--- src/rtl/hc595_pkg.sv ---
// Shared types and sizing helpers for the 74HC595 cascade driver.
package hc595_pkg;

  typedef enum logic [2:0] {
    IDLE     = 3'd0,
    SHIFT_LO = 3'd1,
    SHIFT_HI = 3'd2,
    MR_LO    = 3'd3,
    LATCH_HI = 3'd4,
    LATCH_LO = 3'd5
  } state_t;

  localparam int BITS_PER_CHIP = 8;

  function automatic int word_w(input int n_chips);
    return BITS_PER_CHIP * n_chips;
  endfunction

  function automatic int bit_cnt_w(input int w);
    return (w > 1) ? $clog2(w) : 1;
  endfunction

endpackage

--- src/rtl/hc595_chain_driver_if.sv ---
// Request-side handshake bundle of the 595 chain driver.
interface hc595_chain_driver_if #(
  parameter int N_CHIPS = 2
);
  localparam int W = hc595_pkg::word_w(N_CHIPS);

  logic [W-1:0] in_data;
  logic         in_valid;
  logic         in_ready;
  logic         lsb_first;
  logic         clear_req;

  modport master (
    output in_data,
    output in_valid,
    output lsb_first,
    output clear_req,
    input  in_ready
  );

  modport slave (
    input  in_data,
    input  in_valid,
    input  lsb_first,
    input  clear_req,
    output in_ready
  );

endinterface

--- src/rtl/hc595_tick_gen.sv ---
// Free-running CLK_DIV divider; tick marks the last clock of each half-period.
module hc595_tick_gen #(
  parameter int CLK_DIV = 4
) (
  input  logic clk,
  input  logic rst,
  input  logic en,
  input  logic clr,
  output logic tick
);

  localparam int CNT_W = (CLK_DIV > 1) ? $clog2(CLK_DIV) : 1;
  localparam logic [CNT_W-1:0] CNT_MAX = CNT_W'(CLK_DIV - 1);

  logic [CNT_W-1:0] cnt_reg;

  always_ff @(posedge clk or negedge rst) begin
    if (!rst) begin
      cnt_reg <= '0;
    end else if (clr) begin
      cnt_reg <= '0;
    end else if (en) begin
      cnt_reg <= (cnt_reg == CNT_MAX) ? '0 : cnt_reg + 1'b1;
    end
  end

  assign tick = en && (cnt_reg == CNT_MAX);

endmodule

--- src/rtl/hc595_chain_driver.sv ---
// Serialises a word into a 74HC595 cascade, then latches it; also supports chain clear and blanking.
module hc595_chain_driver
  import hc595_pkg::*;
#(
  parameter int N_CHIPS = 2,
  parameter int CLK_DIV = 4
) (
  input  logic                  clk,
  input  logic                  rst,
  hc595_chain_driver_if.slave   bus,
  input  logic                  blank,
  output logic                  ds,
  output logic                  shcp,
  output logic                  stcp,
  output logic                  mr_n,
  output logic                  oe_n,
  output logic                  busy,
  output logic                  done
);

  localparam int W   = word_w(N_CHIPS);
  localparam int BCW = bit_cnt_w(W);

  state_t           state_reg, state_next;
  logic [W-1:0]     sreg_reg, sreg_next;
  logic [BCW-1:0]   bit_cnt_reg, bit_cnt_next;
  logic             ds_reg, ds_next;
  logic             shcp_reg, shcp_next;
  logic             stcp_reg, stcp_next;
  logic             mr_n_reg, mr_n_next;
  logic             oe_n_reg, oe_n_next;
  logic             busy_reg, busy_next;
  logic             done_reg, done_next;
  logic             in_ready_reg, in_ready_next;
  logic             latched_once_reg, latched_once_next;

  logic             tick;
  logic             div_clr;
  logic [W-1:0]     data_rev;
  logic [W-1:0]     load_word;

  hc595_tick_gen #(
    .CLK_DIV (CLK_DIV)
  ) u_tick_gen (
    .clk  (clk),
    .rst  (rst),
    .en   (state_reg != IDLE),
    .clr  (div_clr),
    .tick (tick)
  );

  generate
    for (genvar gi = 0; gi < W; gi++) begin : g_rev
      assign data_rev[gi] = bus.in_data[W-1-gi];
    end
  endgenerate

  // The shift register always emits its MSB, so LSB-first is just a reversed load.
  assign load_word = bus.lsb_first ? data_rev : bus.in_data;

  always_comb begin
    state_next        = state_reg;
    sreg_next         = sreg_reg;
    bit_cnt_next      = bit_cnt_reg;
    ds_next           = ds_reg;
    latched_once_next = latched_once_reg;
    done_next         = 1'b0;
    div_clr           = 1'b0;

    case (state_reg)
      IDLE: begin
        if (in_ready_reg) begin
          if (bus.clear_req) begin
            div_clr    = 1'b1;
            state_next = MR_LO;
          end else if (bus.in_valid) begin
            div_clr      = 1'b1;
            sreg_next    = load_word;
            bit_cnt_next = BCW'(W - 1);
            ds_next      = load_word[W-1];
            state_next   = SHIFT_LO;
          end
        end
      end
      SHIFT_LO: begin
        if (tick) state_next = SHIFT_HI;
      end
      SHIFT_HI: begin
        if (tick) begin
          if (bit_cnt_reg == '0) begin
            state_next = LATCH_HI;
          end else begin
            sreg_next    = {sreg_reg[W-2:0], 1'b0};
            bit_cnt_next = bit_cnt_reg - 1'b1;
            ds_next      = sreg_reg[W-2];
            state_next   = SHIFT_LO;
          end
        end
      end
      MR_LO: begin
        if (tick) state_next = LATCH_HI;
      end
      LATCH_HI: begin
        if (tick) state_next = LATCH_LO;
      end
      LATCH_LO: begin
        if (tick) begin
          state_next        = IDLE;
          done_next         = 1'b1;
          latched_once_next = 1'b1;
        end
      end
      default: state_next = IDLE;
    endcase

    // Pin levels follow the state being entered, so every pin is a flop output.
    shcp_next     = (state_next == SHIFT_HI);
    stcp_next     = (state_next == LATCH_HI);
    mr_n_next     = (state_next != MR_LO);
    busy_next     = (state_next != IDLE);
    in_ready_next = (state_next == IDLE);
    oe_n_next     = blank | ~latched_once_next;
  end

  always_ff @(posedge clk or negedge rst) begin
    if (!rst) begin
      state_reg        <= IDLE;
      sreg_reg         <= '0;
      bit_cnt_reg      <= '0;
      ds_reg           <= 1'b0;
      shcp_reg         <= 1'b0;
      stcp_reg         <= 1'b0;
      mr_n_reg         <= 1'b0;
      oe_n_reg         <= 1'b1;
      busy_reg         <= 1'b0;
      done_reg         <= 1'b0;
      in_ready_reg     <= 1'b0;
      latched_once_reg <= 1'b0;
    end else begin
      state_reg        <= state_next;
      sreg_reg         <= sreg_next;
      bit_cnt_reg      <= bit_cnt_next;
      ds_reg           <= ds_next;
      shcp_reg         <= shcp_next;
      stcp_reg         <= stcp_next;
      mr_n_reg         <= mr_n_next;
      oe_n_reg         <= oe_n_next;
      busy_reg         <= busy_next;
      done_reg         <= done_next;
      in_ready_reg     <= in_ready_next;
      latched_once_reg <= latched_once_next;
    end
  end

  assign bus.in_ready = in_ready_reg;
  assign ds           = ds_reg;
  assign shcp         = shcp_reg;
  assign stcp         = stcp_reg;
  assign mr_n         = mr_n_reg;
  assign oe_n         = oe_n_reg;
  assign busy         = busy_reg;
  assign done         = done_reg;

endmodule
--- src/flat_wrapper.sv ---
// flat-port wrapper written by rule: the top's interface ports become plain ports
module hc595_chain_driver_flat import hc595_pkg::*;
#(
  parameter int N_CHIPS = 2,
  parameter int CLK_DIV = 4
)
  (clk, rst, blank, ds, shcp, stcp, mr_n, oe_n, busy, done, bus_in_data, bus_in_valid, bus_lsb_first, bus_clear_req, bus_in_ready);
  hc595_chain_driver_if #(.N_CHIPS(N_CHIPS)) bus_i ();
  input  logic clk;
  input  logic rst;
  input  logic blank;
  output logic ds;
  output logic shcp;
  output logic stcp;
  output logic mr_n;
  output logic oe_n;
  output logic busy;
  output logic done;
  input wire logic [$bits(bus_i.in_data)-1:0] bus_in_data;
  input wire logic [$bits(bus_i.in_valid)-1:0] bus_in_valid;
  input wire logic [$bits(bus_i.lsb_first)-1:0] bus_lsb_first;
  input wire logic [$bits(bus_i.clear_req)-1:0] bus_clear_req;
  output wire logic [$bits(bus_i.in_ready)-1:0] bus_in_ready;
  assign bus_i.in_data = bus_in_data;
  assign bus_i.in_valid = bus_in_valid;
  assign bus_i.lsb_first = bus_lsb_first;
  assign bus_i.clear_req = bus_clear_req;
  assign bus_in_ready = bus_i.in_ready;
  hc595_chain_driver #(.N_CHIPS(N_CHIPS), .CLK_DIV(CLK_DIV)) u_core (.clk(clk), .rst(rst), .bus(bus_i), .blank(blank), .ds(ds), .shcp(shcp), .stcp(stcp), .mr_n(mr_n), .oe_n(oe_n), .busy(busy), .done(done));
endmodule
--- config.mk ---
export PLATFORM = sky130hd
export DESIGN_NAME = hc595_chain_driver_flat
export DESIGN_NICKNAME = d
export VERILOG_FILES = /design/src/rtl/hc595_pkg.sv /design/src/rtl/hc595_chain_driver_if.sv /design/src/rtl/hc595_tick_gen.sv /design/src/rtl/hc595_chain_driver.sv /design/src/flat_wrapper.sv
export SDC_FILE = /design/constraint.sdc
export NUM_CORES = 1
export LEC_CHECK = 0
export CAP_MARGIN = 10
export CORE_MARGIN = 3
export CORE_UTILIZATION = 50
export DETAILED_ROUTE_END_ITERATION = 10
export GPL_TIMING_DRIVEN = 0
export MAX_ROUTING_LAYER = met4
export PLACE_DENSITY = 0.76
export SLEW_MARGIN = 20
export SYNTH_ARGS = -nofsm -noshare
export SYNTH_HDL_FRONTEND = slang
export SYNTH_HIERARCHICAL = 1
export SYNTH_SLANG_ARGS = --single-unit
--- constraint.sdc ---
create_clock -name clk -period 2.9 [get_ports clk]
set_input_delay 0.29 -clock clk [delete_from_list [all_inputs] [get_ports clk]]
set_output_delay 0.29 -clock clk [all_outputs]
set_load 0.02 [all_outputs]
* Word level (Yosys, flattened, before mapping) *
Index checks and enable logic that the tools add are counted.

storage, ports and cells
  flip-flop bits (word level) = 33
  output and inout bits = 8

cells by class
  add/subtract/negate cells = 2
  equality and inequality tests = 14
  mux-type cells = 40
  bitwise operators = 2
  reductions and logical operators = 9

operator list
  cell                   count
  $mux W15               5
  $pmux W15 S2           1
  $mux W3                9
  $mux W4                5
  $pmux W3 S6            1
  $mux W16               1
  $mux W1                13
  $eq A3 B2 Y1 const B   3
  $eq A3 B3 Y1 const B   3
  $pmux W4 S2            1
  $logic_not A3 Y1       2
  $mux W2                3
  $ne A2 B2 Y1 const B   3
  $reduce_and A6 Y1      1
  $reduce_bool A3 Y1     2
  $logic_not A4 Y1       1
  $ne A2 B1 Y1 const B   2
  $reduce_bool A2 Y1     2
  $sub A4 B1 Y4 const B  1
  $eq A3 B1 Y1 const B   1
  $ne A3 B2 Y1 const B   1
  $add A2 B1 Y2 const B  1
  $eq A2 B2 Y1 const B   1
  $pmux W1 S2            1
  other kinds (3)        3

* Logic depth before layout (Yosys ltp) *
Gate-level depths: netlist of run 1.

  depth in word-level cells = 6
  depth in mapped cells = 9
  depth with buffers taken out = 6

* Modules after synthesis *
The synthesis of run 1 kept the hierarchy.

by module, submodules not included
  module              instances  cells each  area each (um^2)
  hc595_chain_driver  1          172         1666.6
  hc595_tick_gen      1          9           106.4

* Least setup slack after synthesis of run 1 *
OpenSTA, ideal clock, no wires.

  kind = register to register
  from = register u_core.state_reg[2]
  to = register u_core.busy_reg, in the netlist u_core/busy
  library setup time = 0.131 ns
  arrival = 2.360 ns
  path slack = 0.409 ns
  cell stages (with the launch flop) = 9
  period minus slack after synthesis = 2.491 ns
  path through = dfrtp_1 buf_2 or3_1 and2_1 nand2_1 nor4_4 or4_4 buf_6 or3_1

between the ends
  cells in the longest elaborated chain, start to end = 5

ends and longest elaborated chain
  element                     RTL line                   RTL
  start: declaration          hc595_chain_driver.sv:24   state_t state_reg, state_next;
  start signal: assignment    hc595_chain_driver.sv:140  state_reg <= state_next;
  $reduce_bool A3 Y1 *        hc595_chain_driver.sv:47   .en (state_reg != IDLE),
  $logic_and A1 B1 Y1 *       hc595_tick_gen.sv:27       assign tick = en && (cnt_reg == CNT_MAX);
  net u_core.tick             hc595_chain_driver.sv:37   logic tick;
  $mux W3 (on tied branches)  --
  $pmux W3 S6 *               hc595_chain_driver.sv:70   case (state_reg)
  net u_core.state_next[0]    hc595_chain_driver.sv:24
  $reduce_bool A3 Y1 *        hc595_chain_driver.sv:120  busy_next = (state_next != IDLE);
  net u_core.busy_next        hc595_chain_driver.sv:32   logic busy_reg, busy_next;
  end signal: assignment      hc595_chain_driver.sv:148  busy_reg <= busy_next;
  end: declaration            hc595_chain_driver.sv:32

Mark *: on every way through the listed nets, which the timed path passes. The rest lies on a longest branch.
A chain may end at the register's enable or synchronous reset.

* Final worst setup path of run 1 *
Ends and elaborated chain as after synthesis.

==> results of run 1 <==
## stage by stage
step	util, %	cell area [sq um]
6_report	70.20	2248
5_1_grt	70.20	2248
3_3_place_gp	66.13	2118
4_1_cts	69.49	2226
3_5_place_dp	65.98	2113
2_1_floorplan	-	1773
## layout by cell type, fill, tap and decap left out, types with 2 or more instances in the layout
| cell | instances |
|---|---|
| dfrtp_1 | 32 |
| a211oi_1 | 31 |
| clkdlybuf4s50_1 | 28 |
| nor2_1 | 20 |
| nor3_1 | 19 |
| nor2b_1 | 17 |
| buf_4 | 6 |
| clkbuf_1 | 6 |
| clkbuf_4 | 5 |
| buf_2 | 5 |
| nand2_1 | 4 |
| a21oi_1 | 3 |
| nand3b_1 | 3 |
| nand2b_1 | 3 |
| bufinv_16 | 2 |
| inv_1 | 2 |
| or3_1 | 2 |
| o31ai_1 | 2 |
| nand3_1 | 2 |
| mux2i_1 | 2 |
| ha_1 | 2 |
## power breakdown
part	total, uW	internal [uW]	switching, uW
Sequential	460	460	0
Combinational	68.7	38.4	30.4
Clock	420	267	153
Total	948	765	183
## cell families after synthesis
logic type                 after synthesis
adders and majority gates                2
and+or+nand+nor                         86
AOI/OAI and AO/OA                       42
buffers and inverters                   16
DFF                                     33
muxes                                    2
## worst paths after layout
path	slack (ps)	start	end	cells after the start
worst max-delay path	230	u_core/state_reg[2]	u_core/busy	8
worst min-delay path	470	u_core/latched_once_reg	u_core/latched_once_reg	1
worst max register to register	230	u_core/state_reg[2]	u_core/busy	8
worst min register to register	470	u_core/latched_once_reg	u_core/latched_once_reg	1
max in group asynchronous	1920	rst	u_core/u_tick_gen/cnt_reg[1]	2
min in group asynchronous	530	rst	u_core/sreg_reg[6]	2
## final cells by class
cell class | count | area (sq um)
inverters | 2 | 7.507
repair buffers | 33 | 317.8
plain buffers | 14 | 76.32
flip-flops and latches | 33 | 827.0
clock buffers | 5 | 37.54
well taps | 44 | 55.05
multi-input cells | 132 | 862.1
clock inverters | 3 | 65.06
fillers | 272 | 954.7
## timing repair
item	in CTS	in global routing
setup endpoints to repair	0	1
buffers inserted	0	3
hold buffers	1	0
endpoints found under the hold margin	24	0
## layer usage
metal  wire length (microns)  global-route usage [%]  share of wire [%]
met5                       0                       -                  0
met2                    2101                   37.67                 52
met3                     210                   4.615                5.2
met1                    1666                   25.44                 41
met4                      55                   5.440                1.4
## worst reg2reg max path: cells and delay by family, from the launching register on
family | cells | cell delay [ps]
and+or+nand+nor | 6 | 1800
DFF | 1 | 430
buffers and inverters | 2 | 330
==> flow_summary.toml, run 1 <==
[timing]
period_minus_slack_ps = 2670
final.setup.tns_ps = 0
slew_viol_final = 0
min_period_over_period_pct = 92.07
fin_ws_ps = 229.9
hold_viol = 0
setup_viol = 0
max_freq_mhz = 374.5
worstMarginPinSlew_ps = 705.5
slew_headroom_pct = 52.97
rsz0062_at_grt = "false"
hold_ws_ps = 472.6
clock_skew_ps = 6.635

[logic_synthesis]
yosysSeqAreaShare_pct = 46.65
syn_area_per_cell_sq_um = 9.795
synth_top_area_share_pct = 45.17
synth_area_leaders = "dfrtp_1 45%, a211oi_1 13%, nor2b_1 6.0%"
synthSimpleGateAreaFrac_pct = 28.79
netlist_instances = 181
synth_edf_count = 0
synth_cell_type_count = 42
yosysMostFrequentCell = "dfrtp_1"
synth-seq-cells = 33
syn-cell-area_sq_um = 1773
yosys.area_share.adder_pct = 1.411
synth_mux_area_share_pct = 1.129
synthFlopType = "dfrtp_1"
synthesis.nets = 205
synth_compound_area_share_pct = 17.29
async_flop_share_pct = 100.0
yosys.area.top_type = "dfrtp_1"
netlist_top_cells_count = "32 x dfrtp_1, 31 x a211oi_1, 20 x nor2_1, 19 x nor3_1, 17 x nor2b_1"
synth_top_family_by_area = "simple AND/OR/NAND/NOR gates"
ys_warn_count = 6
synth_xor_area_share_pct = 0

[critical_path]
crit_path_cell_trace = "buf_2 -> or3_1 -> and2_1 -> nand2_1 -> nor4_4 -> or4_4 -> buf_6 -> or3_1"
cp.arrival_ps = 2900
cp.required_ps = 3130
crit_fanout = 10
cp_slowest_cell = "or4_4"
crit_path_start_kind = "register"
path_delay_family = "simple AND/OR/NAND/NOR gates"
cpMostUsedCell = "or3_1"
crit_path_end_kind = "register"
path_buf_inv = 2
critical_path_class = "reg2reg"
cp_slowest_stage_delay_ps = 490

[floorplan]
core_sq_um = 3203
die_w_microns = 65.55
die-area_sq_um = 4296
row_count = 20
io_pins = 30
die_y_microns = 65.55
start_util_pct = 55.35

[placement]
place_ws_ps = 235.5
place_congestion = 0.8192
dp_cells = 254
io_buffers = 29
dp_hpwl_mm = 3.026

[clock_tree]
path_clk_slew_ps = 100
clk_latency_ps = 340
cts_max_level = 2
cts.sinks = 33
clock-root-buffer = "clkbuf_4"
clockBufferDepth = 2
cts_tree = "built"
cts_buffers = 5
cts_resized = 0

[drt]
drt_iter0_drc = 82
wire_per_inst_microns = 15.16
routed_wl_mm = 4.033
vias = 1506
post-route-drc-count = 0
ant_nets = 0
dr.pass1.iters = 4
viasPerCell = 5.662

[outcome]
status = "complete, no violations"

[global_route]
antenna_found_initial = 0
grt_usage_pct = 21.61
grt_pass1_wl_mm = 6.913
grt_max_degree = 34
grt_pass1_vias = 1548
grt_overflow_total = 0

[finish]
synthToLayoutAreaGrowth_pct = 26.82
nNetsFinal = 245
stdcell_count = 266
drive_gt1_share_pct = 13.06
antennaDiodeCount = 0
largest_reg_flops = 15

[power_and_ir_drop]
total_power_uw = 948.1
p_leak_uw = 0.0009722
vdd_ir_drop_max_v = 0.0001904
power_density_nw_per_um2 = 421.7

[run]
drv_cap = 0

[worst_hold_path]
hold_path_class = "reg2reg"
Note: power is estimated with default switching activity, not from simulation.
==> run 2, diff against run 1 <==
--- a/config.mk
+++ b/config.mk
@@ -6,13 +6,13 @@
 export NUM_CORES = 1
 export LEC_CHECK = 0
 export CAP_MARGIN = 10
-export CORE_MARGIN = 3
+export CORE_MARGIN = 2
 export CORE_UTILIZATION = 50
 export DETAILED_ROUTE_END_ITERATION = 10
 export GPL_TIMING_DRIVEN = 0
 export MAX_ROUTING_LAYER = met4
 export PLACE_DENSITY = 0.76
-export SLEW_MARGIN = 20
+export SLEW_MARGIN = 40
 export SYNTH_ARGS = -nofsm -noshare
 export SYNTH_HDL_FRONTEND = slang
 export SYNTH_HIERARCHICAL = 1
==> run 2 against run 1 <==
Net effect: sequential cell count unchanged; cell count unchanged; highest routed layer unchanged; clock power down 36%; register-to-register slack worse by 50 ps; design area down 1.5%; wire length down 1.7%; non-clock buffer count down 2; sequential share of layout area up 0.56 points; via count up 0.93%; largest cell class unchanged; sequential power about the same; critical path type unchanged; combinational power up 7.7%.
==> flow_summary.toml, run 2 (synthesis results as in run 1) <==
[drt]
drt_iter0_drc = 49
ant_nets = 0
dr.pass1.iters = 4
post-route-drc-count = 0
routed_wl_mm = 3.964
viasPerCell = 5.714
vias = 1520
wire_per_inst_microns = 14.90

[critical_path]
crit_fanout = 10
cp_slowest_cell = "or4_4"
path_buf_inv = 2
cp.required_ps = 3120
cpMostUsedCell = "or3_1"
r2r_slack_ps = 180
crit_path_cell_trace = "buf_2 -> or3_1 -> and2_1 -> nand2_1 -> nor4_4 -> or4_4 -> buf_6 -> or3_1"
path_delay_family = "simple AND/OR/NAND/NOR gates"
cp_slowest_stage_delay_ps = 490
cp.arrival_ps = 2940
crit_path_end_kind = "register"
crit_path_start_kind = "register"
critical_path_class = "reg2reg"

[timing]
hold_viol = 0
max_freq_mhz = 367.4
period_minus_slack_ps = 2721
clock_skew_ps = 6.253
fin_ws_ps = 178.5
rsz0062_at_grt = "false"
worstMarginPinSlew_ps = 613.4
setup_viol = 0
slew_viol_final = 0
slew_headroom_pct = 58.93
final.setup.tns_ps = 0
min_period_over_period_pct = 93.84
hold_ws_ps = 384.2

[global_route]
grt_pass1_vias = 1507
grt_pass1_wl_mm = 6.941
antenna_found_initial = 0
grt_max_degree = 21
grt_usage_pct = 22.57
grt_overflow_total = 0

[floorplan]
die_y_microns = 63.55
start_util_pct = 52.72
io_pins = 30
die_w_microns = 63.55
die-area_sq_um = 4038
row_count = 21
core_sq_um = 3363

[clock_tree]
clock-root-buffer = "clkbuf_4"
path_clk_slew_ps = 100
clk_latency_ps = 340
cts_tree = "built"
cts_max_level = 2
cts_buffers = 5
clockBufferDepth = 2
cts.sinks = 33

[finish]
mostFrequentLayoutCell = "dfrtp_1"
synthToLayoutAreaGrowth_pct = 24.91
largest_reg_flops = 15
antennaDiodeCount = 0
finalInstanceArea_sq_um = 2215
drive_gt1_share_pct = 12.27
final_cell_mix = "32 x dfrtp_1, 31 x a211oi_1, 28 x clkdlybuf4s50_1, 20 x nor2_1, 19 x nor3_1"
nNetsFinal = 243

[power_and_ir_drop]
power_density_nw_per_um2 = 361.8
vdd_ir_drop_max_v = 0.0002232
p_leak_uw = 0.0009518
total_power_uw = 801.3

[outcome]
status = "complete, no violations"

[placement]
dp_hpwl_mm = 2.967
place_congestion = 0.8289
io_buffers = 29
place_ws_ps = 218.3
place_area_sq_um = 2143

[run]
drv_cap = 0

[worst_hold_path]
hold_path_class = "in2async"
-- run 2: final timing paths --
path / cells past startpoint / from / to
max: 8 / u_core/state_reg[2] / u_core/busy
min: 2 / rst / u_core/state_reg[2]
max reg2reg: 8 / u_core/state_reg[2] / u_core/busy
min reg2reg: 1 / u_core/latched_once_reg / u_core/latched_once_reg
max in group asynchronous: 3 / rst / u_core/oe_n
min in group clk: 1 / u_core/latched_once_reg / u_core/latched_once_reg
-- run 2: area by class of cell --
| cell class | instances | area [sq um] |
|---|---|---|
| Buffer | 14 | 78.83 |
| Clock buffer | 8 | 58.81 |
| Fill cell | 287 | 1149 |
| Inverter | 2 | 7.507 |
| Multi-Input combinational cell | 132 | 862.1 |
| Sequential cell | 33 | 827.0 |
| Tap cell | 46 | 57.56 |
| Timing Repair Buffer | 31 | 322.8 |
-- run 2: timing repair --
item | in CTS | in global routing
setup endpoints to repair | 0 | 9
setup buffers | 0 | 0
hold buffers | 1 | 0
endpoints found under the hold margin | 13 | 0
gates resized for setup | 0 | 4
-- run 2: where the power goes --
part	total (uW)	internal (uW)	switching [uW]
Combinational	74.0	42.1	31.9
Clock	267	120	148
Sequential	460	460	0
Total	801	621	180
-- run 2: layer usage --
layer,track usage (%),wire length (microns)
met2,35.00,1881
met4,6.522,51
met3,5.000,159
met5,-,0
met1,29.80,1872
-- run 2: metrics by stage --
| stage | std cells | util [%] |
|---|---|---|
| 6_report | 266 | 65.85 |
| 5_1_grt | 266 | 65.85 |
| 4_1_cts | 266 | 65.77 |
| 3_5_place_dp | 257 | 63.73 |
| 3_3_place_gp | 256 | 63.06 |
| 2_1_floorplan | 181 | - |
-- run 2: worst reg2reg max path, delay by kind of cell, from the launching register on --
kind                   cells  cell delay (ps)
buffers and inverters      2              340
DFF                        1              430
and+or+nand+nor            6             1840
